<file path="config.mk">
export PLATFORM = sky130hd
export DESIGN_NAME = spi_slave_regfile
export DESIGN_NICKNAME = d
export VERILOG_FILES = /design/src/rtl/spi_pkg.sv /design/src/rtl/spi_sync_edge.sv /design/src/rtl/spi_slave_regfile.sv
export SDC_FILE = /design/constraint.sdc
export NUM_CORES = 1
export LEC_CHECK = 0
export BUFFER_PORTS_ARGS = -buffer_cell sky130_fd_sc_hd__buf_4
export CORE_MARGIN = 2
export CORE_UTILIZATION = 56
export DETAILED_ROUTE_END_ITERATION = 6
export PLACE_DENSITY = 0.76
export SKIP_CTS_REPAIR_TIMING = 1
export SYNTH_ARGS = -nofsm -noshare
export SYNTH_HDL_FRONTEND = slang
export SYNTH_SLANG_ARGS = --single-unit
export TNS_END_PERCENT = 50
</file>
<file path="constraint.sdc">
create_clock -name i_clock -period 2.1 [get_ports i_clock]
set_clock_uncertainty 0.05 [all_clocks]
set_input_delay 0.42 -clock i_clock [delete_from_list [all_inputs] [get_ports i_clock]]
set_output_delay 0.42 -clock i_clock [all_outputs]
set_load 0.02 [all_outputs]
</file>
<file path="src/rtl/spi_pkg.sv">
// spi_pkg: frame constants and FSM state encodings shared by the SPI master and slave
package spi_pkg;
    localparam int WORD_WIDTH_DEFAULT = 8;
    localparam int FRAME_BITS = 16;
    localparam int RW_BIT = 15;
    localparam logic [2:0] ST_IDLE    = 3'd0;
    localparam logic [2:0] ST_ADDR    = 3'd1;
    localparam logic [2:0] ST_DATA    = 3'd2;
    localparam logic [2:0] ST_DONE    = 3'd3;
    localparam logic [2:0] ST_OVERRUN = 3'd4;
endpackage

</file>
<file path="src/rtl/spi_sync_edge.sv">
// spi_sync_edge: multi-flop synchroniser for an asynchronous input plus rise/fall detection
module spi_sync_edge #(
    parameter int   SYNC_STAGES = 2,
    parameter logic RESET_VAL   = 1'b0
) (
    input  logic clk_i,
    input  logic rst_i,
    input  logic d_i,
    output logic level_o,
    output logic rise_o,
    output logic fall_o
);
    logic [SYNC_STAGES-1:0] sync_q;
    logic                   prev_q;
    // Retime the input and keep one delayed copy of the synced level for edge detection
    always_ff @(posedge clk_i) begin
        if (rst_i) begin
            sync_q <= {SYNC_STAGES{RESET_VAL}};
            prev_q <= RESET_VAL;
        end else begin
            sync_q <= SYNC_STAGES'({sync_q, d_i});
            prev_q <= level_o;
        end
    end
    assign level_o = sync_q[SYNC_STAGES-1];
    assign rise_o  = level_o & ~prev_q;
    assign fall_o  = ~level_o & prev_q;
endmodule

</file>
<file path="src/rtl/spi_slave_regfile.sv">
// spi_slave_regfile: CPOL=0/CPHA=0 SPI responder with a register file, fabric read port and write notify
module spi_slave_regfile
    import spi_pkg::*;
#(
    parameter int WORD_WIDTH  = WORD_WIDTH_DEFAULT,
    parameter int NUM_REGS    = 16,
    parameter int SYNC_STAGES = 2
) (
    input  logic                  i_clock,
    input  logic                  i_reset,
    input  logic                  SCLK,
    input  logic                  CS,
    input  logic                  MOSI,
    output logic                  MISO,
    output logic                  MISO_oe,
    input  logic [WORD_WIDTH-2:0] i_rd_addr,
    output logic [WORD_WIDTH-1:0] o_rd_data,
    output logic                  o_wr_strobe,
    output logic [WORD_WIDTH-2:0] o_wr_addr,
    output logic [WORD_WIDTH-1:0] o_wr_data,
    output logic                  o_transaction_complete,
    output logic                  o_frame_error
);
    localparam int FB = 2 * WORD_WIDTH;
    localparam int AW = $clog2(NUM_REGS);
    localparam int BW = $clog2(WORD_WIDTH);
    localparam int CW = $clog2(FB + 1);

    logic                  sclk_rise, sclk_fall, sclk_level_unused;
    logic                  cs_level, cs_rise, cs_fall;
    logic                  mosi_level;
    logic [1:0]            mosi_edges_unused;
    logic [SYNC_STAGES:0]  settle_q;
    logic [2:0]            state_q, state_d;
    logic [CW-1:0]         count_q, count_d;
    logic [FB-1:0]         shift_q, shift_d;
    logic                  miso_q, miso_d;
    logic [WORD_WIDTH-1:0] rdata_q, rdata_d;
    logic [WORD_WIDTH-1:0] regs_q [NUM_REGS];
    logic [WORD_WIDTH-2:0] hdr_addr, wr_addr;
    logic [WORD_WIDTH-1:0] rd_val, wr_data;
    logic [BW-1:0]         bit_idx;
    logic                  frame_end, commit;

    spi_sync_edge #(.SYNC_STAGES(SYNC_STAGES), .RESET_VAL(1'b0)) u_sclk (
        .clk_i(i_clock), .rst_i(i_reset), .d_i(SCLK),
        .level_o(sclk_level_unused), .rise_o(sclk_rise), .fall_o(sclk_fall)
    );
    spi_sync_edge #(.SYNC_STAGES(SYNC_STAGES), .RESET_VAL(1'b1)) u_cs (
        .clk_i(i_clock), .rst_i(i_reset), .d_i(CS),
        .level_o(cs_level), .rise_o(cs_rise), .fall_o(cs_fall)
    );
    spi_sync_edge #(.SYNC_STAGES(SYNC_STAGES), .RESET_VAL(1'b0)) u_mosi (
        .clk_i(i_clock), .rst_i(i_reset), .d_i(MOSI),
        .level_o(mosi_level), .rise_o(mosi_edges_unused[0]), .fall_o(mosi_edges_unused[1])
    );

    // Header byte sits in the low half of the shifter right after the 8th bit; full frame at the end
    assign hdr_addr  = shift_q[WORD_WIDTH-2:0];
    assign wr_addr   = shift_q[FB-2:WORD_WIDTH];
    assign wr_data   = shift_q[WORD_WIDTH-1:0];
    assign rd_val    = (shift_q[WORD_WIDTH-1] && int'(hdr_addr) < NUM_REGS) ? regs_q[hdr_addr[AW-1:0]] : '0;
    assign bit_idx   = BW'(FB - 1 - int'(count_q));
    assign frame_end = state_q != ST_IDLE && cs_rise;
    assign commit    = frame_end && state_q == ST_DONE && !shift_q[FB-1] && int'(wr_addr) < NUM_REGS;
    assign MISO_oe   = ~cs_level;
    assign MISO      = miso_q & ~cs_level;

    // Frame FSM: a CS fall only starts a frame once the synchronisers hold real post-reset samples
    always_comb begin
        state_d = state_q;
        count_d = count_q;
        shift_d = shift_q;
        miso_d  = miso_q;
        rdata_d = rdata_q;
        if (state_q == ST_IDLE) begin
            if (cs_fall && settle_q[SYNC_STAGES]) begin
                state_d = ST_ADDR;
                count_d = '0;
                miso_d  = 1'b0;
            end
        end else if (cs_rise) begin
            state_d = ST_IDLE;
            miso_d  = 1'b0;
        end else if (sclk_rise) begin
            state_d = (state_q == ST_DONE || state_q == ST_OVERRUN) ? ST_OVERRUN :
                      count_q == CW'(FB - 1)         ? ST_DONE :
                      count_q == CW'(WORD_WIDTH - 1) ? ST_DATA : state_q;
            if (state_q == ST_ADDR || state_q == ST_DATA) begin
                shift_d = {shift_q[FB-2:0], mosi_level};
                count_d = count_q + 1'b1;
            end
        end else if (sclk_fall) begin
            rdata_d = (state_q == ST_DATA && count_q == CW'(WORD_WIDTH)) ? rd_val : rdata_q;
            miso_d  = state_q != ST_DATA ? 1'b0 :
                      count_q == CW'(WORD_WIDTH) ? rd_val[WORD_WIDTH-1] : rdata_q[bit_idx];
        end
    end

    // FSM state, shifter, MISO register and post-reset settle tracker
    always_ff @(posedge i_clock) begin
        if (i_reset) begin
            state_q  <= ST_IDLE;
            count_q  <= '0;
            shift_q  <= '0;
            miso_q   <= 1'b0;
            rdata_q  <= '0;
            settle_q <= '0;
        end else begin
            state_q  <= state_d;
            count_q  <= count_d;
            shift_q  <= shift_d;
            miso_q   <= miso_d;
            rdata_q  <= rdata_d;
            settle_q <= {settle_q[SYNC_STAGES-1:0], 1'b1};
        end
    end

    // Register file, fabric read port and frame-end pulses, all updated on the same edge
    always_ff @(posedge i_clock) begin
        if (i_reset) begin
            regs_q                 <= '{default: '0};
            o_rd_data              <= '0;
            o_wr_strobe            <= 1'b0;
            o_wr_addr              <= '0;
            o_wr_data              <= '0;
            o_transaction_complete <= 1'b0;
            o_frame_error          <= 1'b0;
        end else begin
            if (commit) begin
                regs_q[wr_addr[AW-1:0]] <= wr_data;
                o_wr_addr               <= wr_addr;
                o_wr_data               <= wr_data;
            end
            o_rd_data              <= int'(i_rd_addr) < NUM_REGS ? regs_q[i_rd_addr[AW-1:0]] : '0;
            o_wr_strobe            <= commit;
            o_transaction_complete <= frame_end && state_q == ST_DONE;
            o_frame_error          <= frame_end && state_q != ST_DONE;
        end
    end
endmodule

</file>
# Yosys cells after proc, flatten, opt, wreduce, memory -nomap -nowiden
# Cells that the tools add are included.
[totals] regBits=198 latch_bits=0 mem_bits_rw=0 rom_bits=0 inputBits=12 output_inout_bits=28 word_cells=129 memories=0
[classes] n_addsub=2 n_mul=0 div=0 order_cmp=8 eq_ne=12 n_shift=0 n_mux=32 bitwise_logic=16 n_reduce_logical=25
[op_table] op="128-bit bitwise mux" count=1
[op_table] op="8-bit binary-select mux with 4-bit select" count=2
[op_table] op="8-bit two-way mux" count=6
[op_table] op="8-bit demux with 4-bit select" count=1
[op_table] op="5-bit two-way mux" count=5
[op_table] op="7-bit by 5-bit less-than comparator with 1-bit output (second input constant)" count=3
[op_table] op="3-bit two-way mux" count=7
[op_table] op="5-bit greater-or-equal comparator (second input constant)" count=3
[op_table] op="4-bit NOT with 5-bit output" count=3
[op_table] op="5-bit by 4-bit == test with 1-bit output (second input constant)" count=2
[op_table] op="1-bit logical AND" count=9
[op_table] op="1-bit two-way mux" count=9
[op_table] op="3-bit nonzero test" count=3
[op_table] op="1-bit NOT" count=8
[op_table] op="4-bit AND reduction" count=2
[op_table] op="3-bit by 2-bit == test with 1-bit output (second input constant)" count=2
[op_table] op="3-bit by 2-bit inequality test with 1-bit output (second input constant)" count=2
[op_table] op="3-bit AND reduction" count=2
[op_table] op="5-bit by 1-bit adder with 5-bit output (second input constant)" count=1
[op_table] op="1-bit bitwise AND" count=5
[op_table] op="5-bit by 3-bit == test with 1-bit output (second input constant)" count=1
[op_table] op="5-bit by 1-bit less-than comparator with 1-bit output (second input constant)" count=1
[op_table] op="5-bit AND reduction" count=1
[op_table] op="5-bit nonzero test" count=1
[op_table] op="12 further kinds" count=15

# Logic depth before layout (Yosys ltp)
[logic_depth] word_depth=11 mapped_depth=9

# Cells and area by module
# From an unflattened synthesis, not the netlist that was laid out.
[unflattened] cells_unflattened=981 hier_area_um2=9525.4
[modules_own_cells] module="spi_slave_regfile" instances=1 cells_each=957 area_each_um2=9250.1
[modules_own_cells] module="spi_sync_edge at u_mosi ..." instances=2 cells_each=8 area_each_um2=91.3
[modules_own_cells] module="spi_sync_edge at u_cs" instances=1 cells_each=8 area_each_um2=92.6

# Least setup slack after synthesis
# OpenSTA, ideal clock, no wires.
[synth_timing] path_kind="input port to flip-flop" start="in i_rd_addr[0]" end="reg o_rd_data[0]" setup_time_ns=0.125 t_arrival_ns=2.037 path_slack_ns=-0.111 path_stages=5 n_path_buf=2 path_cell_list="clkbuf_1 -> buf_2 -> mux4_2 -> mux4_2 -> nor2b_1"
[synth_between] elab_chain_len=4
[synth_lines] item="from (decl)" line_no="spi_slave_regfile.sv:16" source="input logic [WORD_WIDTH-2:0] i_rd_addr,"
[synth_lines] item="4-bit NOT with 5-bit output (implied by the code)" line_no="spi_slave_regfile.sv:135" source="o_rd_data <= int'(i_rd_addr) < NUM_REGS ? regs_q[i_rd_addr[AW-1:0]] : '0;"
[synth_lines] item="8-bit binary-select mux with 4-bit select" line_no="spi_slave_regfile.sv:135"
[synth_lines] item="8-bit two-way mux (implied by the code) (2 in series)" line_no="spi_slave_regfile.sv:135"
[synth_lines] item="to (signal assigned)" line_no="spi_slave_regfile.sv:135"
[synth_lines] item="to (decl)" line_no="spi_slave_regfile.sv:17" source="output logic [WORD_WIDTH-1:0] o_rd_data,"
# Several ways; a longest one is shown, not always the timed one. The select of a mux whose other input is x is not followed.
# A chain may end at the register's enable or synchronous reset.

# Worst setup path after layout
[layout_timing] start="reg shift_q[0]" end="reg rdata_q[5]"
[layout_between] elab_chain_len=5
[layout_lines] item="from (decl)" line_no="spi_slave_regfile.sv:36" source="logic [FB-1:0] shift_q, shift_d;"
[layout_lines] item="from (signal assigned)" line_no="spi_slave_regfile.sv:112" source="shift_q <= shift_d;"
[layout_lines] item="4-bit NOT with 5-bit output (implied by the code)" line_no="spi_slave_regfile.sv:62" source="assign rd_val = (shift_q[WORD_WIDTH-1] && int'(hdr_addr) < NUM_REGS) ? regs_q[hdr_addr[AW-1:0]] : '0;"
[layout_lines] item="8-bit binary-select mux with 4-bit select" line_no="spi_slave_regfile.sv:62"
[layout_lines] item="8-bit two-way mux (implied by the code) (2 in series)" line_no="spi_slave_regfile.sv:62"
[layout_lines] item="8-bit two-way mux *" line_no="spi_slave_regfile.sv:62"
[layout_lines] item="to (signal assigned)" line_no="spi_slave_regfile.sv:114" source="rdata_q <= rdata_d;"
[layout_lines] item="to (decl)" line_no="spi_slave_regfile.sv:38" source="logic [WORD_WIDTH-1:0] rdata_q, rdata_d;"
# Every way passes the cells marked *; elsewhere a longest branch is shown, timed or not. The select of a mux whose other input is x is not followed.

==> flow_metrics.tcl <==
set metrics [dict create \
    io_pins 40 \
    clock_latency_ns 0.43 \
    hold-worst-slack_ns 0.120 \
    drv_slew 0 \
    p_total_mw 7.18 \
    dieArea_sq_mm 0.0178 \
    worst-path-max-fanout 23 \
    rsz0062_at_grt "true" \
    post-dp-hpwl_microns 18000 \
    synth-main-ff-cell "dfxtp_1" \
    min_path_type "primary input to register" \
    pwr-share-comb 0.027 \
    grt_pass1_wl_microns 41400 \
    die_w_microns 133 \
    grt_max_degree 133 \
    rrSetupSlack_ns 0.07 \
    design.core.area_sq_mm 0.0165 \
    routed_via_density 6.41 \
    cts_buffers 17 \
    rows 47 \
    dr.first_iter.drc_count 940 \
    p_sw_mw 1.51 \
    tritoncts "done" \
    ir_drop_mv 0.570 \
    maxSlewHeadroom 0.585 \
    syn_area_per_cell_sq_um 9.77 \
    synth_largest_area_cell "dfxtp_1" \
    synth_top_family_by_area "multiplexers" \
    setup_tns_ns 0 \
    fin_ws_ns 0.0744 \
    synth-seq-cells 198 \
    syn_nets 973 \
    cts_root_buf "clkbuf_16" \
    portBuffers 39 \
    clock_path_buffers 2 \
    clockPowerShare 0.449 \
    vias 7869 \
    cp-start-kind "register" \
    ys_top_cells_by_count "198 x dfxtp_1, 120 x nand2_1, 106 x a21oi_1" \
    h-tree-depth 4 \
    maxCapViolations 0 \
    antenna_found_initial 0 \
    setup-violations-final 0 \
    powerDensity_mw_per_mm2 667 \
    place_inst 1197 \
    detail_route.first_pass.iterations 6 \
    synth_warnings 0 \
    antenna_cells 0 \
    synth-simple-area-share 0.155 \
    grt_usage 0.304 \
    cp_data_required_time_ns 2.37 \
    power_frac_seq 0.524 \
    path_clk_slew_ns 0.07 \
    synth_most_common_cell "dfxtp_1" \
    initial_core_util 0.568 \
    nets 1011 \
    netSwitchingFraction 0.210 \
    syn_to_final_growth_pct 15.1 \
    timing.final.crit_share 0.965 \
    drtAntennaViolNets 0 \
    wl_per_cell_microns 21.3 \
    dp_slack_ns 0.0310 \
    syn-instance-count 958 \
    die_h_microns 133 \
    grt-ovfl-total 0 \
    status "finished, final reports clean" \
    synth.area.top_cells "dfxtp_1 42%, mux4_2 17%, mux2i_1 7.8%, a21oi_1 5.7%, nand2_1 4.8%" \
    clock_sinks 198 \
    design_area_sq_mm 0.0108 \
    synth_xor_area_frac 0.00187 \
    async_reset_ff_frac 0 \
    tightest_slew_ns 0.622 \
    synthAdderAreaFrac 0.00401 \
    internal-power_mw 5.67 \
    clock.fmax_mhz 494 \
    yosysUniqueCellTypes 54 \
    routabilityCongestion 0.943 \
    leakage_nw 3.99 \
    finalHoldViolCount 0 \
    drive_gt1_frac 0.228 \
    worstSetupPathType "register to register" \
    worstPathArrival_ns 2.30 \
    seq_area_frac_synth 0.424 \
    yosys.area.top_type_share 0.424 \
    muxShareOfSynthArea 0.253 \
    final_util 0.654 \
    place_area_sq_mm 0.0102 \
    fin_crit_ns 2.03 \
    cp-end-kind "register" \
    first_global_vias 7478 \
    drc 0 \
    syn-cell-area_sq_mm 0.00936 \
    synth-edff-count 0 \
    wl_microns 26100 \
    synth-compound-area-share 0.118 \
    fin_cells 1228 \
]
metal layers:
metal  up-vias  share of wire  GRT usage
met5         -              0          0
met4         0          0.049      0.145
met3       105           0.13     0.0864
met2       510           0.44      0.448
met1      3756           0.39      0.416
li1       3498              -          -
state kept, by name, summed over array words and instances, names as in the netlist:
signal	flops
regs_q	128
shift_q	16
o_rd_data	8
o_wr_data	8
rdata_q	8
o_wr_addr	7
count_q	5
settle_q	3
state_q	3
u_cs.sync_q	2
u_mosi.sync_q	2
u_sclk.sync_q	2
miso_q	1
o_frame_error	1
o_transaction_complete	1
o_wr_strobe	1
u_cs.prev_q	1
u_sclk.prev_q	1
power by group through the flow:
stage,Combinational (mW),Clock [mW],Sequential [mW]
2_1_floorplan,0.138,0,3.85
3_3_place_gp,0.188,0,3.85
3_5_place_dp,0.190,0,3.85
4_1_cts,0.191,3.26,3.77
5_1_grt,0.205,3.40,3.77
6_report,0.191,3.23,3.77
critical path, stage by stage, from the launching register on:
cell,delay (ns)
dfxtp_2,0.36
buf_12,0.19
mux4_2,0.51
nor2b_1,0.14
a211oi_1,0.29
a21oi_1,0.14
a22o_1,0.20
path summary, 6_finish.rpt:
check            startpoint        endpoint  cells after the start
max reg2reg      shift_q[0]      rdata_q[5]                      6
max              shift_q[0]      rdata_q[5]                      6
min reg2reg  u_cs.sync_q[0]  u_cs.sync_q[1]                      1
min                      CS  u_cs.sync_q[0]                      2
logic make-up (layout without fill, tap and decap cells):
| kind of cell | count (synthesis) | after routing |
|---|---|---|
| muxes | 146 | 146 |
| xor gates and xnor gates | 2 | 2 |
| AOI/OAI and AO/OA | 199 | 199 |
| adders and majority gates | 3 | 3 |
| and+or+nand+nor | 310 | 310 |
| DFF | 198 | 198 |
| buffers and inverters | 100 | 150 |
layout make-up:
cell class | count | area (sq um)
Timing Repair Buffer | 109 | 935
Clock inverter | 8 | 98.8
Inverter | 10 | 37.5
Fill cell | 1339 | 5690
Clock buffer | 23 | 478
Tap cell | 220 | 275
Multi-Input combinational cell | 660 | 4980
Sequential cell | 198 | 3970
cells in the final DEF, fill, tap and decap left out, types with 5 or more instances in the layout:
cell	n
o21ai_0	59
nand3_1	24
buf_12	9
buf_4	99
dfxtp_1	195
mux2i_1	73
a211oi_1	10
nand2b_1	5
nor3_1	10
and3_1	6
mux4_2	72
nand2_1	120
inv_1	10
nor2_1	86
nor2b_1	28
a22o_1	7
a21oi_1	106
clkbuf_16	17
(Power assumes the default switching activity.)
